[src/rtl/noc_link_connector.sv]
//==============================================================================
// Module      : noc_link_connector
// Description : CH_NUM independent unidirectional flit FIFOs with valid/ready
//               handshakes. Optional per-channel framing checker compiled in by
//               defining NOC_LINK_ERR_CHK_EN.
// Revision    : 1.0 - initial release
//==============================================================================
`default_nettype none

`ifndef Noc_Data_Width
`define Noc_Data_Width 32
`endif

module noc_link_connector #(
    parameter int CH_NUM = 4,
    parameter int DATA_W = `Noc_Data_Width,
    parameter int DEPTH  = 4
) (
    input  logic                                  noc_clk,
    input  logic                                  noc_rst,
    input  logic [CH_NUM-1:0]                     in_valid,
    output logic [CH_NUM-1:0]                     in_ready,
    input  logic [CH_NUM*DATA_W-1:0]              in_flit,
    input  logic [CH_NUM-1:0]                     in_is_header,
    input  logic [CH_NUM-1:0]                     in_is_tail,
    output logic [CH_NUM-1:0]                     out_valid,
    input  logic [CH_NUM-1:0]                     out_ready,
    output logic [CH_NUM*DATA_W-1:0]              out_flit,
    output logic [CH_NUM-1:0]                     out_is_header,
    output logic [CH_NUM-1:0]                     out_is_tail,
    output logic [CH_NUM*($clog2(DEPTH)+1)-1:0]   occupancy,
    input  logic [CH_NUM-1:0]                     err_clr,
    output logic [CH_NUM-1:0]                     proto_err
);

    localparam int PTR_W = $clog2(DEPTH);
    localparam int OCC_W = PTR_W + 1;
    localparam int ENT_W = DATA_W + 2;

`ifdef NOC_LINK_ERR_CHK_EN
    typedef enum logic [0:0] {
        ST_IDLE   = 1'b0,
        ST_IN_PKT = 1'b1
    } chk_state_t;
`endif

    for (genvar c = 0; c < CH_NUM; c++) begin : g_ch
        logic [ENT_W-1:0] r_mem [DEPTH];
        logic [PTR_W-1:0] r_wr_ptr;
        logic [PTR_W-1:0] r_rd_ptr;
        logic [OCC_W-1:0] r_count;
        logic             w_push;
        logic             w_pop;

        // Ready depends only on the stored count, so out_ready never reaches in_ready.
        assign in_ready[c]  = (r_count != OCC_W'(DEPTH));
        assign out_valid[c] = (r_count != '0);
        assign w_push       = in_valid[c] & in_ready[c];
        assign w_pop        = out_valid[c] & out_ready[c];

        assign {out_is_header[c], out_is_tail[c], out_flit[c*DATA_W +: DATA_W]} = r_mem[r_rd_ptr];
        assign occupancy[c*OCC_W +: OCC_W] = r_count;

        always_ff @(posedge noc_clk) begin
            if (w_push) begin
                r_mem[r_wr_ptr] <= {in_is_header[c], in_is_tail[c], in_flit[c*DATA_W +: DATA_W]};
            end
        end

        always_ff @(posedge noc_clk or posedge noc_rst) begin
            if (noc_rst) begin
                r_wr_ptr <= '0;
                r_rd_ptr <= '0;
                r_count  <= '0;
            end else begin
                if (w_push) begin
                    r_wr_ptr <= r_wr_ptr + 1'b1;
                end
                if (w_pop) begin
                    r_rd_ptr <= r_rd_ptr + 1'b1;
                end
                case ({w_push, w_pop})
                    2'b10:   r_count <= r_count + 1'b1;
                    2'b01:   r_count <= r_count - 1'b1;
                    default: r_count <= r_count;
                endcase
            end
        end

`ifdef NOC_LINK_ERR_CHK_EN
        chk_state_t r_state;
        chk_state_t w_state_nxt;
        logic       w_err_set;
        logic       r_err;

        always_comb begin
            w_state_nxt = r_state;
            w_err_set   = 1'b0;
            if (w_push) begin
                if (in_is_header[c]) begin
                    // A header always (re)starts a packet; inside a packet it is also an error.
                    w_err_set   = (r_state == ST_IN_PKT);
                    w_state_nxt = in_is_tail[c] ? ST_IDLE : ST_IN_PKT;
                end else if (r_state == ST_IDLE) begin
                    w_err_set   = 1'b1;
                end else if (in_is_tail[c]) begin
                    w_state_nxt = ST_IDLE;
                end
            end
        end

        always_ff @(posedge noc_clk or posedge noc_rst) begin
            if (noc_rst) begin
                r_state <= ST_IDLE;
                r_err   <= 1'b0;
            end else begin
                r_state <= w_state_nxt;
                r_err   <= w_err_set | (r_err & ~err_clr[c]);
            end
        end

        assign proto_err[c] = r_err;
`endif
    end

`ifndef NOC_LINK_ERR_CHK_EN
    logic w_unused_err_clr;
    assign w_unused_err_clr = ^err_clr;
    assign proto_err        = '0;
`endif

endmodule

`default_nettype wire

[config.mk]
export PLATFORM = sky130hd
export DESIGN_NAME = noc_link_connector
export DESIGN_NICKNAME = d
export VERILOG_FILES = /design/src/rtl/noc_link_connector.sv
export SDC_FILE = /design/constraint.sdc
export NUM_CORES = 1
export LEC_CHECK = 0
export CAP_MARGIN = 20
export CORE_UTILIZATION = 30
export DETAILED_ROUTE_END_ITERATION = 16
export GPL_ROUTABILITY_DRIVEN = 0
export GPL_TIMING_DRIVEN = 0
export SETUP_SLACK_MARGIN = 0.3
export SLEW_MARGIN = 20
export SYNTH_ARGS = -nofsm -noshare
export SYNTH_HDL_FRONTEND = slang
export SYNTH_SLANG_ARGS = --single-unit
[constraint.sdc]
create_clock -name noc_clk -period 2.1 [get_ports noc_clk]
set_input_delay 0.63 -clock noc_clk [delete_from_list [all_inputs] [get_ports noc_clk]]
set_output_delay 0.63 -clock noc_clk [all_outputs]
set_load 0.1 [all_outputs]
**Word level (Yosys, flattened, before mapping)**

Memory sizes are Yosys's and may differ from the RTL's.
Cells that the tools add are included.

- Output and inout bits: 160
- Register bits: 28
- Memories: 4
- Bits in writable memories: 544

Memory list:

| memory | depth | bits a word | read ports | clocked after memory_dff | write ports | RTL line | RTL |
|---|---|---|---|---|---|---|---|
| g_ch[0].r_mem | 4 | 34 | 1 | 0 | 1 | 48 | `logic [ENT_W-1:0] r_mem [DEPTH];` |
| g_ch[1].r_mem | 4 | 34 | 1 | 0 | 1 | 48 |  |
| g_ch[2].r_mem | 4 | 34 | 1 | 0 | 1 | 48 |  |
| g_ch[3].r_mem | 4 | 34 | 1 | 0 | 1 | 48 |  |

- Add/subtract/negate cells: 16
- Mux-type cells: 12
- Equal/unequal tests: 12
- Bitwise logic cells: 8
- Reductions and logical operators: 8

Operators with widths:

| kind | number |
|---|---|
| $pmux W3 S2 | 4 |
| $add A2 B1 Y2 const B | 8 |
| $add A3 B1 Y3 const B | 4 |
| $ne A3 B3 Y1 const B | 4 |
| $reduce_bool A3 Y1 | 4 |
| $sub A3 B1 Y3 const B | 4 |
| $and A1 B1 Y1 | 8 |
| $eq A2 B1 Y1 const B | 4 |
| $eq A2 B2 Y1 const B | 4 |
| $mux W1 | 8 |
| $reduce_bool A2 Y1 | 4 |

**Depth between registers and ports, before layout**

- Word-level depth: 4
- Mapped depth: 9
- Depth with buffers taken out: 9

**Worst setup path after synthesis**

Ideal clock, no wire load.

- Path type: reg-to-reg
- From: reg g_ch[1].r_count[2]
- To: reg g_ch[1].r_count[2]
- Data required time: 1.937 ns
- Clock period less this slack: 2.930 ns
- Stages on the path, launching flop included: 10
- Buffers on the path: 0
- Arrival time: 2.767 ns
- Slack: -0.830 ns
- Cells stage by stage: dfrtp_1 or3b_4 and2_4 inv_1 ha_1 inv_1 fa_1 xor2_1 nor2_1 xor2_1

- Word-level cells in the longest chain between the ends: 4

RTL lines:

| what | RTL line | RTL |
|---|---|---|
| start: declaration | 51 | `logic [OCC_W-1:0] r_count;` |
| start signal: assignment | 83 | `2'b10: r_count <= r_count + 1'b1;` |
| start signal: assignment | 84 | `2'b01: r_count <= r_count - 1'b1;` |
| start signal: assignment | 85 | `default: r_count <= r_count;` |
| $ne A3 B3 Y1 * | 56 | `assign in_ready[c] = (r_count != OCC_W'(DEPTH));` |
| named net in_ready[1] | 22 | `output logic [CH_NUM-1:0] in_ready,` |
| $and A1 B1 Y1 * | 58 | `assign w_push = in_valid[c] & in_ready[c];` |
| $eq A2 B1 Y1 or $eq A2 B2 Y1 (tied branches) | 82 | `case ({w_push, w_pop})` |
| $pmux W3 S2 or $reduce_bool A2 Y1 (tied branches) | n/a |  |

Mark *: on every way through the listed nets, which the timed path passes. The rest lies on a longest branch.
A chain may end at the register's enable or synchronous reset.

**Final worst setup path**

- From: reg g_ch[3].r_rd_ptr[0]
- To: out out_flit[125]

- Word-level cells in the longest chain between the ends: 1

RTL lines:

| what | RTL line | RTL |
|---|---|---|
| start: declaration | 50 | `logic [PTR_W-1:0] r_rd_ptr;` |
| start signal: assignment | 80 | `r_rd_ptr <= r_rd_ptr + 1'b1;` |
| $mem_v2 Z4 W34 | n/a |  |
| end: declaration | 28 | `output logic [CH_NUM*DATA_W-1:0] out_flit,` |

Every way passes these cells.

==> key figures <==
Route
  • Vias after detailed routing: 10,400
  • Number of DRC markers in iteration 0: 586
  • Vias per cell: 4.50
  • Residual antenna-violating net count after detailed routing: 0
  • DR pass1 iterations: 4
  • Routed WL per cell: 21.0 microns
  • DRC: 0
  • Aggregate routed wire length: 48,600 microns

Setup path
  • Count of buffering cells on the critical path with inverters included: 3
  • Ordered list of cells on the worst path: buf_12 > buf_12 > mux4_2 > buf_6
  • Slowest library cell on the worst path: sky130_fd_sc_hd__mux4_2
  • Crit-path max cell delay: 0.53 ns
  • Nature of the critical path endpoint: primary output
  • Worst Setup Path Type: flip-flop to primary output
  • Crit path max-delay family: buffers and inverters
  • Arrival @ worst endpoint: 2.04 ns
  • Destination of the worst register-to-register timing path: g_ch[0].r_count[2]
  • Library cell appearing most often on the critical path: sky130_fd_sc_hd__buf_12
  • Crit path required time: between 1 and 1.5 ns
  • CP Launch Type: flip-flop
  • R2r startpoint: g_ch[0].r_count[1]
  • Top fanout value on the critical path: 10
  • R2R Setup Slk: -0.17 ns
  • Worst Reg2Reg Path Length in Cells: 10

Floorplanning
  • Placeable core area: 0.0703 sq mm
  • Die area: roughly 0.072 sq mm
  • Standard-cell rows: 97
  • Initial cell density of the core: 30.4%
  • Horizontal die dimension: roughly 270 microns
  • I/O pin count: 310
  • Vert. Die Dim: 269 microns

Logic synthesis
  • Post-Syn Area: 0.0214 sq mm
  • Number of standard cells after synthesis: 866
  • Mean instance size in the synthesized netlist: around 25 sq um
  • Number of synthesized register bits: 572
  • Number of different library cells in the post-synthesis netlist: 23
  • Yosys warnings: 0
  • Part of the Yosys area used for sequential elements: 79.8%

Global routing
  • Overflow left after global routing: 0
  • Number of antenna violations at the first check in global routing: 4
  • GRT Util Overall: 12.7%
  • Pin count of the biggest net entering global routing: 35
  • Global-route wire length before repair: 67,900 microns
  • Number of global-route vias before repair: 10,900

Flow run
  • Number of maximum-capacitance violations: 0

CTS
  • Clock tree root driver cell: sky130_fd_sc_hd__clkbuf_16
  • TritonCTS buffer count: 61
  • Maximum buffer depth of the clock tree: 3
  • Clock-pin slew on the worst setup and hold paths: 0.06 ns
  • H-Tree Depth: 2
  • Num Clock Sinks: 572
  • Clock latency on the worst-skew pair: 0.60 ns
  • Hold buffer count at CTS: 0
  • Clock tree from TritonCTS: yes

Timing
  • Relative slew slack: about two thirds
  • Final slew viol count: 0
  • Setup repair after global routing missed its margin: yes
  • Setup violations, final: 153
  • Transition time at the pin with the least slew margin: about 0.52 ns
  • Final period demand of the worst path: 2.67 ns
  • Fin worst setup slack: -0.568 ns
  • Maximum frequency from static timing analysis: 375 MHz
  • Clock tree skew after final layout: ~0.010 ns
  • Count of final hold-check violations: 0
  • Final period utilization: 127%

Layout
  • Syn-to-layout area delta: 38.3%
  • Final layout net count: 1,498
  • Share of final-layout standard cells stronger than drive strength 1: 41.5%
  • Post-route non-filler standard cell count: approximately 2,300

Run status
  • Failing checks: setup timing
  • Status: finished with violations

Place
  • Number of cells after detailed placement: ~2,100
  • Port-buffer cells: 301
  • Placed wire-length estimate: between 20,000 and 30,000 microns

Worst hold path
  • Worst min-delay path class: input port to asynchronous set/reset pin
worst max-delay path by stage:
stage | slack, ns | to | cells after the start | startpoint
after floorplan | -0.40 | g_ch[1].r_count[2] | 9 | g_ch[1].r_count[0]
after global placement | -1.02 | out_flit[60] | 4 | g_ch[1].r_rd_ptr[1]
after detailed placement | -1.01 | out_flit[60] | 4 | g_ch[1].r_rd_ptr[1]
after CTS | -0.64 | out_flit[55] | 4 | g_ch[1].r_rd_ptr[0]
after global routing | -0.66 | out_flit[70] | 4 | g_ch[2].r_rd_ptr[0]
final | -0.57 | out_flit[125] | 4 | g_ch[3].r_rd_ptr[0]
placed cells by master (no fill, tap or decap), drive strengths merged:
cell,instances
edfxtp,544
buf,256
clkdlybuf4s50,145
mux4,136
clkbuf,82
and3,34
clkinv,29
inv,29
dfrtp,28
ha,20
xor2,12
xnor2,12
bufinv,5
mux2i,4
o31a,4
or3b,4
and2,4
or3,4
nor2,4
nand2,4
mux2,4
fa,4
conb,4
clkinvlp,3
diode,1
cells in the mapped netlist:
library cell	count	area share [%]
sky130_fd_sc_hd__and2_4	4	0.16
sky130_fd_sc_hd__and3_2	16	0.56
sky130_fd_sc_hd__buf_1	3	0.053
sky130_fd_sc_hd__buf_2	12	0.28
sky130_fd_sc_hd__buf_4	16	0.56
sky130_fd_sc_hd__clkbuf_1	2	0.035
sky130_fd_sc_hd__clkbuf_2	3	0.070
sky130_fd_sc_hd__conb_1	1	0.018
sky130_fd_sc_hd__dfrtp_1	28	3.3
sky130_fd_sc_hd__edfxtp_1	544	77
sky130_fd_sc_hd__fa_1	4	0.38
sky130_fd_sc_hd__ha_1	20	1.2
sky130_fd_sc_hd__inv_1	25	0.44
sky130_fd_sc_hd__mux2_4	4	0.28
sky130_fd_sc_hd__mux2i_1	4	0.19
sky130_fd_sc_hd__mux4_2	136	14
sky130_fd_sc_hd__nand2_1	4	0.070
sky130_fd_sc_hd__nor2_1	4	0.070
sky130_fd_sc_hd__o31a_2	4	0.19
sky130_fd_sc_hd__or3_2	4	0.14
sky130_fd_sc_hd__or3b_4	4	0.21
sky130_fd_sc_hd__xnor2_1	12	0.49
sky130_fd_sc_hd__xor2_1	12	0.49
cells by family (layout without fill, tap and decap cells):
logic type,count (synthesis),after routing,synth area share [%]
DFF,572,572,79.8
and+or+nand+nor,36,54,1.22
adders and majority gates,24,24,1.55
other,1,5,0.0176
AOI/OAI and AO/OA,4,4,0.188
xor gates and xnor gates,24,24,0.984
muxes,144,144,14.8
buffers and inverters,61,549,1.44
cell type report:
class                           count  area [sq um]
Timing Repair Buffer              374          4400
Multi-Input combinational cell    254          4340
Sequential cell                   572         17100
Antenna cell                        1          2.50
Fill cell                        6077         40700
Clock inverter                     41           338
Clock buffer                       73          1610
Buffer                             36           494
Inverter                           25          98.8
Tap cell                          940          1180
metal layers:
metal	vias to the layer above	wire, microns	GRT usage, %
met5	-	27	0
met1	5514	19600	15.6
met3	69	2760	3.15
met4	4	985	3.79
li1	4589	-	-
met2	256	25200	22.1
per-stage QoR:
stage | cell area [sq um] | worst slack [ns] | setup TNS, ns | utilization [%] | hold WS [ns]
floorplan | 21700 | -0.404 | -7.67 | - | 0.535
global placement | 25900 | -1.02 | -222.35 | 36.8 | 0.527
detailed placement | 25900 | -1.01 | -219.54 | 36.9 | 0.528
CTS | 29000 | -0.643 | -84.10 | 41.2 | 0.294
global route | 29500 | -0.664 | -87.82 | 42.0 | 0.321
finish | 29500 | -0.568 | -74.41 | 42.0 | 0.308
sequential cells by signal (all words and copies together) (netlist names):
name / cells
g_ch.r_mem: 544
g_ch.r_wr_ptr: 8
g_ch.r_count: 12
g_ch.r_rd_ptr: 8
repair_timing:
item                                    4_1_cts  5_1_grt
endpoints found under the setup margin      502      709
setup buffers                                45       20
gates resized for setup                    1208       31
pin swaps                                    28       12
cloned                                        9       16
Power is not shown: default switching activity piles up to over one toggle a cycle in this logic, so the estimate is an artifact.
